## src/rtl/ara_apb_uart_stub_if.sv

```systemverilog
// ============================================================================
// Module      : ara_apb_uart_stub_if
// Description : APB bus bundle for the UART stand-in. Signal names follow
//               the completer's view (_i into the stub, _o out of it).
// Revision    : 1.0 - initial release
// ============================================================================
`default_nettype none

interface ara_apb_uart_stub_if #(
  parameter int AddrWidth = 32,
  parameter int DataWidth = 32
);
  logic                 psel_i;
  logic                 penable_i;
  logic                 pwrite_i;
  logic [AddrWidth-1:0] paddr_i;
  logic [DataWidth-1:0] pwdata_i;
  logic [DataWidth-1:0] prdata_o;
  logic                 pready_o;
  logic                 pslverr_o;

  modport master (
    output psel_i, penable_i, pwrite_i, paddr_i, pwdata_i,
    input  prdata_o, pready_o, pslverr_o
  );

  modport slave (
    input  psel_i, penable_i, pwrite_i, paddr_i, pwdata_i,
    output prdata_o, pready_o, pslverr_o
  );
endinterface

`default_nettype wire

```

## src/rtl/ara_apb_uart_stub.sv

```systemverilog
// ============================================================================
// Module      : ara_apb_uart_stub
// Description : APB completer standing in for the SoC UART. Decodes TXDATA
//               (0x0), STATUS (0x4) and SCRATCH (0x8), buffers TX bytes in a
//               circular FIFO drained by a valid/ready port, and inserts
//               WaitStates access cycles before completion.
//               Optional macro APB_UART_STUB_ERR_EN: a TXDATA write into a
//               full FIFO completes with an error and drops the byte instead
//               of stalling until space frees up.
// Revision    : 1.0 - initial release
// ============================================================================
`default_nettype none

module ara_apb_uart_stub #(
  parameter int AddrWidth  = 32,
  parameter int DataWidth  = 32,
  parameter int FifoDepth  = 8,
  parameter int WaitStates = 0
) (
  input  logic               clk_i,
  input  logic               rst_ni,
  ara_apb_uart_stub_if.slave apb,
  output logic               tx_valid_o,
  output logic [7:0]         tx_data_o,
  input  logic               tx_ready_i
);

  localparam int c_ptr_w = $clog2(FifoDepth);
  localparam int c_cnt_w = $clog2(FifoDepth) + 1;

  localparam logic [0:0] c_st_idle   = 1'b0;
  localparam logic [0:0] c_st_access = 1'b1;

  logic [0:0]           r_state;
  logic [3:0]           r_wait_cnt;
  logic [3:0]           r_addr;
  logic                 r_write;
  logic [DataWidth-1:0] r_scratch;
  logic [7:0]           r_mem [FifoDepth];
  logic [c_ptr_w-1:0]   r_rd_ptr;
  logic [c_ptr_w-1:0]   r_wr_ptr;
  logic [c_cnt_w-1:0]   r_count;

  logic                 w_full;
  logic                 w_empty;
  logic                 w_is_tx;
  logic                 w_is_st;
  logic                 w_is_sc;
  logic                 w_err;
  logic                 w_stall;
  logic                 w_done;
  logic                 w_push;
  logic                 w_pop;
  logic [DataWidth-1:0] w_status;
  logic                 w_unused;

  // Only the low nibble of the address is decoded.
  assign w_unused = ^apb.paddr_i[AddrWidth-1:4];

  assign w_full  = (r_count == c_cnt_w'(FifoDepth));
  assign w_empty = (r_count == '0);

  // Decode works on the address/direction captured at setup so outputs never
  // depend combinationally on paddr_i/pwrite_i.
  assign w_is_tx = (r_addr == 4'h0);
  assign w_is_st = (r_addr == 4'h4);
  assign w_is_sc = (r_addr == 4'h8);

`ifdef APB_UART_STUB_ERR_EN
  assign w_err   = !(w_is_tx || w_is_st || w_is_sc) || (r_write && w_is_st)
                   || (r_write && w_is_tx && w_full);
  assign w_stall = 1'b0;
`else
  assign w_err   = !(w_is_tx || w_is_st || w_is_sc) || (r_write && w_is_st);
  assign w_stall = r_write && w_is_tx && w_full;
`endif

  assign w_done = (r_state == c_st_access) && apb.psel_i && apb.penable_i
                  && (r_wait_cnt == 4'd0) && !w_stall;

  // A full FIFO never accepts a byte; with the error option it is dropped.
  assign w_push = w_done && r_write && w_is_tx && !w_full;
  assign w_pop  = tx_valid_o && tx_ready_i;

  assign apb.pready_o  = w_done;
  assign apb.pslverr_o = w_done && w_err;

  // STATUS word: empty, full and occupancy count from start-of-cycle state.
  always_comb begin
    w_status                = '0;
    w_status[0]             = w_empty;
    w_status[1]             = w_full;
    w_status[8 +: c_cnt_w]  = r_count;
  end

  // Read data is driven only on a successful read completion.
  always_comb begin
    apb.prdata_o = '0;
    if (w_done && !r_write && !w_err) begin
      if (w_is_sc)      apb.prdata_o = r_scratch;
      else if (w_is_st) apb.prdata_o = w_status;
    end
  end

  // Transfer FSM: capture request at setup, count wait states, complete or abort.
  always_ff @(posedge clk_i or negedge rst_ni) begin
    if (!rst_ni) begin
      r_state    <= c_st_idle;
      r_wait_cnt <= 4'd0;
      r_addr     <= 4'h0;
      r_write    <= 1'b0;
    end else begin
      case (r_state)
        c_st_idle: begin
          if (apb.psel_i && !apb.penable_i) begin
            r_state    <= c_st_access;
            r_wait_cnt <= 4'(WaitStates);
            r_addr     <= apb.paddr_i[3:0];
            r_write    <= apb.pwrite_i;
          end
        end
        c_st_access: begin
          if (!apb.psel_i) begin
            r_state    <= c_st_idle;
            r_wait_cnt <= 4'd0;
          end else if (r_wait_cnt != 4'd0) begin
            r_wait_cnt <= r_wait_cnt - 4'd1;
          end else if (w_done) begin
            r_state <= c_st_idle;
          end
        end
        default: r_state <= c_st_idle;
      endcase
    end
  end

  // Scratch register updates on a completed write to its offset.
  always_ff @(posedge clk_i or negedge rst_ni) begin
    if (!rst_ni) begin
      r_scratch <= '0;
    end else if (w_done && r_write && w_is_sc) begin
      r_scratch <= apb.pwdata_i;
    end
  end

  // FIFO pointers and occupancy; simultaneous push and pop leave count as is.
  always_ff @(posedge clk_i or negedge rst_ni) begin
    if (!rst_ni) begin
      r_rd_ptr <= '0;
      r_wr_ptr <= '0;
      r_count  <= '0;
    end else begin
      if (w_push) r_wr_ptr <= r_wr_ptr + c_ptr_w'(1);
      if (w_pop)  r_rd_ptr <= r_rd_ptr + c_ptr_w'(1);
      if (w_push && !w_pop)      r_count <= r_count + c_cnt_w'(1);
      else if (w_pop && !w_push) r_count <= r_count - c_cnt_w'(1);
    end
  end

  // FIFO storage; contents need no reset because tx_data_o is gated by valid.
  always_ff @(posedge clk_i) begin
    if (w_push) r_mem[r_wr_ptr] <= apb.pwdata_i[7:0];
  end

  assign tx_valid_o = !w_empty;
  assign tx_data_o  = w_empty ? 8'h00 : r_mem[r_rd_ptr];

endmodule

`default_nettype wire

```

## src/flat_wrapper.sv

```systemverilog
// flat-port wrapper written by rule: the top's interface ports become plain ports
module ara_apb_uart_stub_flat 
#(
  parameter int AddrWidth  = 32,
  parameter int DataWidth  = 32,
  parameter int FifoDepth  = 8,
  parameter int WaitStates = 0
)
  (clk_i, rst_ni, tx_valid_o, tx_data_o, tx_ready_i, apb_psel_i, apb_penable_i, apb_pwrite_i, apb_paddr_i, apb_pwdata_i, apb_prdata_o, apb_pready_o, apb_pslverr_o);
  ara_apb_uart_stub_if #(.AddrWidth(AddrWidth), .DataWidth(DataWidth)) apb_i ();
  input  logic clk_i;
  input  logic rst_ni;
  output logic tx_valid_o;
  output logic [7:0] tx_data_o;
  input  logic tx_ready_i;
  input wire logic [$bits(apb_i.psel_i)-1:0] apb_psel_i;
  input wire logic [$bits(apb_i.penable_i)-1:0] apb_penable_i;
  input wire logic [$bits(apb_i.pwrite_i)-1:0] apb_pwrite_i;
  input wire logic [$bits(apb_i.paddr_i)-1:0] apb_paddr_i;
  input wire logic [$bits(apb_i.pwdata_i)-1:0] apb_pwdata_i;
  output wire logic [$bits(apb_i.prdata_o)-1:0] apb_prdata_o;
  output wire logic [$bits(apb_i.pready_o)-1:0] apb_pready_o;
  output wire logic [$bits(apb_i.pslverr_o)-1:0] apb_pslverr_o;
  assign apb_i.psel_i = apb_psel_i;
  assign apb_i.penable_i = apb_penable_i;
  assign apb_i.pwrite_i = apb_pwrite_i;
  assign apb_i.paddr_i = apb_paddr_i;
  assign apb_i.pwdata_i = apb_pwdata_i;
  assign apb_prdata_o = apb_i.prdata_o;
  assign apb_pready_o = apb_i.pready_o;
  assign apb_pslverr_o = apb_i.pslverr_o;
  ara_apb_uart_stub #(.AddrWidth(AddrWidth), .DataWidth(DataWidth), .FifoDepth(FifoDepth), .WaitStates(WaitStates)) u_core (.clk_i(clk_i), .rst_ni(rst_ni), .apb(apb_i), .tx_valid_o(tx_valid_o), .tx_data_o(tx_data_o), .tx_ready_i(tx_ready_i));
endmodule
```

## config.mk

```make
export PLATFORM = sky130hd
export DESIGN_NAME = ara_apb_uart_stub_flat
export DESIGN_NICKNAME = d
export VERILOG_FILES = /design/src/rtl/ara_apb_uart_stub_if.sv /design/src/rtl/ara_apb_uart_stub.sv /design/src/flat_wrapper.sv
export SDC_FILE = /design/constraint.sdc
export NUM_CORES = 1
export LEC_CHECK = 0
export ABC_AREA = 0
export CORE_ASPECT_RATIO = 1.5
export CORE_UTILIZATION = 35
export DETAILED_ROUTE_END_ITERATION = 16
export PLACE_DENSITY = 0.64
export SLEW_MARGIN = 20
export SYNTH_ARGS = -nofsm -noshare
export SYNTH_HDL_FRONTEND = slang
export SYNTH_SLANG_ARGS = --single-unit
```

## constraint.sdc

```tcl
create_clock -name clk_i -period 3.45 [get_ports clk_i]
set_clock_uncertainty 0.2 [all_clocks]
set_input_delay 0.69 -clock clk_i [delete_from_list [all_inputs] [get_ports clk_i]]
set_output_delay 0.69 -clock clk_i [all_outputs]
set_load 0.02 [all_outputs]
```

==> impl_summary.log <==
INFO  metric instances_no_fill = 646
INFO  metric timing.fmax = 305 MHz
INFO  metric routed_via_density = 4.85
INFO  metric synth_edf_count = 64
INFO  metric detail_route.wl_per_cell = 17.2 um
INFO  metric dp_worst_setup_slack = -104 ps
INFO  metric regToRegStartpoint = u_core.r_addr[1]$_DFFE_PN0P_
INFO  metric cap_violations = 0
INFO  metric setup.worst_path.start_class = flop
INFO  metric antenna-diode-count = 0
INFO  metric outcome = finished, final reports clean
INFO  metric start_util = 36.1%
INFO  metric placementRows = 53
INFO  metric power_per_cell_area = 670 nW/um2
INFO  metric place.detailed.hpwl = 7840 um
INFO  metric relSlewSlack = 57.0%
INFO  metric worstSetupEndpointType = primary output
INFO  metric post_syn_nets = 406
INFO  metric post_cts_buffers = 0
INFO  metric first_global_vias = 3334
INFO  metric grt_first_pass_wirelength = 17600 um
INFO  metric synth.top_cell.area_share = 37.9%
INFO  metric globalplace.congestion = 0.775
INFO  metric static-leakage-power = 0.00272 uW
INFO  metric synthTopCellsByCount = sky130_fd_sc_hd__edfxtp_1 (64), sky130_fd_sc_hd__dfrtp_1 (52), sky130_fd_sc_hd__mux2_2 (38), sky130_fd_sc_hd__and2_1 (27), sky130_fd_sc_hd__nor2_1 (20)
INFO  metric grt_max_degree = 31
INFO  metric cts_num_sinks = 116
INFO  metric crit_path_max_fanout = 26
INFO  metric timing.reg2reg.setup_slack = 480 ps
INFO  metric fillerInstances = 1282
INFO  metric final-hold-violation-count = 0
INFO  metric grt_overflow = 0
INFO  metric cts_buffers = 17
INFO  metric drive_gt1_share = 28.4%
INFO  metric routed_wl = 11100 um
INFO  metric synth_cells = 329
INFO  metric die-height = 150 um
INFO  metric ctsLongestPathBuffers = 2
INFO  metric timing.hold.worst.class = in -> async
INFO  metric synth_area_per_cell = 15.4 um2
INFO  metric final_util = 48.1%
INFO  metric yosysMostFrequentCell = sky130_fd_sc_hd__edfxtp_1
INFO  metric worst_ep_required_time = 2560 ps
INFO  metric synth.cell_area = 5080 um2
INFO  metric worst_ir_drop_vdd = 341 uV
INFO  metric core_area = 14100 um2
INFO  metric top_level_ports = 113
INFO  metric post-route-period-util = 95.1%
INFO  metric placed_area = 6270 um2
INFO  metric antenna_left = 0
INFO  metric detailedRoute.firstPassIterationCount = 4
INFO  metric final_net_count = 518
INFO  metric measured_slew_at_the_worst_slew_check_pin = 645 ps
INFO  metric clock_tree_root = sky130_fd_sc_hd__clkbuf_16
INFO  metric time_the_worst_path_needs_with_i_o_delays_and_setup = 3280 ps
INFO  metric final-setup-viol-count = 0
INFO  metric initialDrtViolationCount = 133
INFO  metric async_flop_share = 44.8%
INFO  metric ys.flop_type = sky130_fd_sc_hd__edfxtp_1
INFO  metric drc = 0
INFO  metric post-route-cell-area = 6760 um2
INFO  metric worst_r2r_endpoint = u_core.r_count[3]$_DFFE_PN0P_
INFO  metric antenna_found_initial = 0
INFO  metric portBuffers = 84
INFO  metric critPathArrivalTime = 2390 ps
INFO  metric yosysTopAreaCell = sky130_fd_sc_hd__edfxtp_1
INFO  metric cts_tree = done
INFO  metric area_delta_synth_final = 33.1%
INFO  metric setup_slack = 170 ps
INFO  metric rsz0062_at_grt = false
INFO  metric placed_cells_incl_taps = 614
INFO  metric synth.yosys.seq_area_share = 63.5%
INFO  metric whs = 107 ps
INFO  metric postSynthRegisterBits = 116
INFO  metric grt.total_usage = 16.1%
INFO  metric timing.reg2reg.worst_path_depth = 11
INFO  metric area_enclosed_by_the_die_boundary = 15000 um2
INFO  metric synth-warning-count = 0
INFO  metric path_class = reg -> out
INFO  metric maxSlewViolCount = 0
INFO  metric synth.distinct_cells = 40
INFO  metric clock_latency_of_the_later_clocked_register_in_the_worst_skew_pair = 410 ps
INFO  metric cts_max_level = 4
INFO  metric netlist_top_cells_area = sky130_fd_sc_hd__edfxtp_1 (38%), sky130_fd_sc_hd__dfrtp_1 (26%), sky130_fd_sc_hd__mux2_2 (8.4%), sky130_fd_sc_hd__mux4_2 (7.1%), sky130_fd_sc_hd__and2_1 (3.3%)
INFO  metric die_width = 100 um
INFO  metric detailroute.via_count = 3130
INFO  metric clk_pin_slew = 50 ps
-- power by group --
group	total, uW	switching, uW	internal (uW)
registers	1770	187	1580
clock network	1720	591	1130
logic	1040	460	580
-- per-layer routing --
metal	vias up	track usage (%)	routed length (um)	share of wire, %
li1	1461	-	-	-
met1	1583	17.2	4170	37
met2	73	29.6	6410	58
met3	13	4.20	366	3.3
met4	0	6.52	184	1.7
met5	-	0	0	0
-- cell families after synthesis --
family                   after synthesis  share of synthesized area (%)
multiplexers                          64                           17.5
adder cells (fa/ha/maj)                7                           1.87
AO/OA/AOI/OAI                         25                           3.13
flip-flops                           116                           63.5
buffers and inverters                 21                           2.14
AND/OR/NAND/NOR                       89                           10.6
XOR/XNOR                               7                           1.21
-- through the flow --
step                setup TNS (ps)  power, uW
floorplan                        0       2430
global placement             -2330       2820
detailed placement           -1960       2850
CTS                              0       4590
global route                     0       4730
finish                           0       4520
-- registers in the layout, indices dropped and copies added (netlist names) --
name	flops
u_core.r_wait_cnt	4
u_core.r_scratch	32
u_core.r_wr_ptr	3
u_core.r_rd_ptr	3
u_core.r_mem	64
u_core.r_write	1
u_core.r_state	1
u_core.r_count	4
u_core.r_addr	4
-- final cells by class --
class                      count  area (um2)  area share [%]
clock buffer                  21         440            6.52
clock inverter                11         136            2.02
inverter                       7        26.3           0.389
tap                          192         240            3.56
sequential                   116        3220            47.7
timing repair buffer         107         943            14.0
multi-input combinational    192        1750            25.8
-- what timing repair did --
| item | CTS | global route |
|---|---|---|
| resized for setup | 32 | 45 |
| endpoints found under the hold margin | 0 | 0 |
| gates cloned | 0 | 0 |
| hold buffers | 0 | 0 |
| endpoints found under the setup margin | 32 | 31 |
-- how the worst max path moves through the flow --
stage | end | cells past startpoint | start | slack [ps]
global placement | apb_prdata_o[29] | 6 | apb_penable_i | -110
detailed placement | apb_prdata_o[24] | 6 | apb_penable_i | -100
global route | apb_prdata_o[26] | 8 | u_core.r_wait_cnt[0]$_DFFE_PN0P_ | 3
CTS | apb_pready_o | 7 | u_core.r_wait_cnt[0]$_DFFE_PN0P_ | 4
finish | apb_prdata_o[3] | 8 | u_core.r_wait_cnt[0]$_DFFE_PN0P_ | 170
floorplan | u_core.r_count[3]$_DFFE_PN0P_ | 9 | u_core.r_count[1]$_DFFE_PN0P_ | 350
-- placed cells by master (no fill, tap or decap), drive strengths merged, types with 7 or more instances in the layout --
cell type	synthesis	final
mux4	16	16
nor2	20	20
buf	8	24
mux2i	9	9
nor3	10	10
edfxtp	64	64
clkdlybuf4s50	0	50
clkbuf	6	38
inv	7	7
mux2	39	39
and2	27	27
dfrtp	52	52
xnor2	7	7
nand2	13	13
clkdlybuf4s15	0	9
-- worst max-delay path, cell delays in order, from the launching register on --
cell	delay (ps)
sky130_fd_sc_hd__dfrtp_1	390
sky130_fd_sc_hd__inv_1	100
sky130_fd_sc_hd__ha_1	190
sky130_fd_sc_hd__nor3b_4	200
sky130_fd_sc_hd__and4_1	240
sky130_fd_sc_hd__and3_1	230
sky130_fd_sc_hd__buf_12	180
sky130_fd_sc_hd__and2_1	140
sky130_fd_sc_hd__clkdlybuf4s15_1	310
No activity file was read; power rests on OpenSTA's default activity.
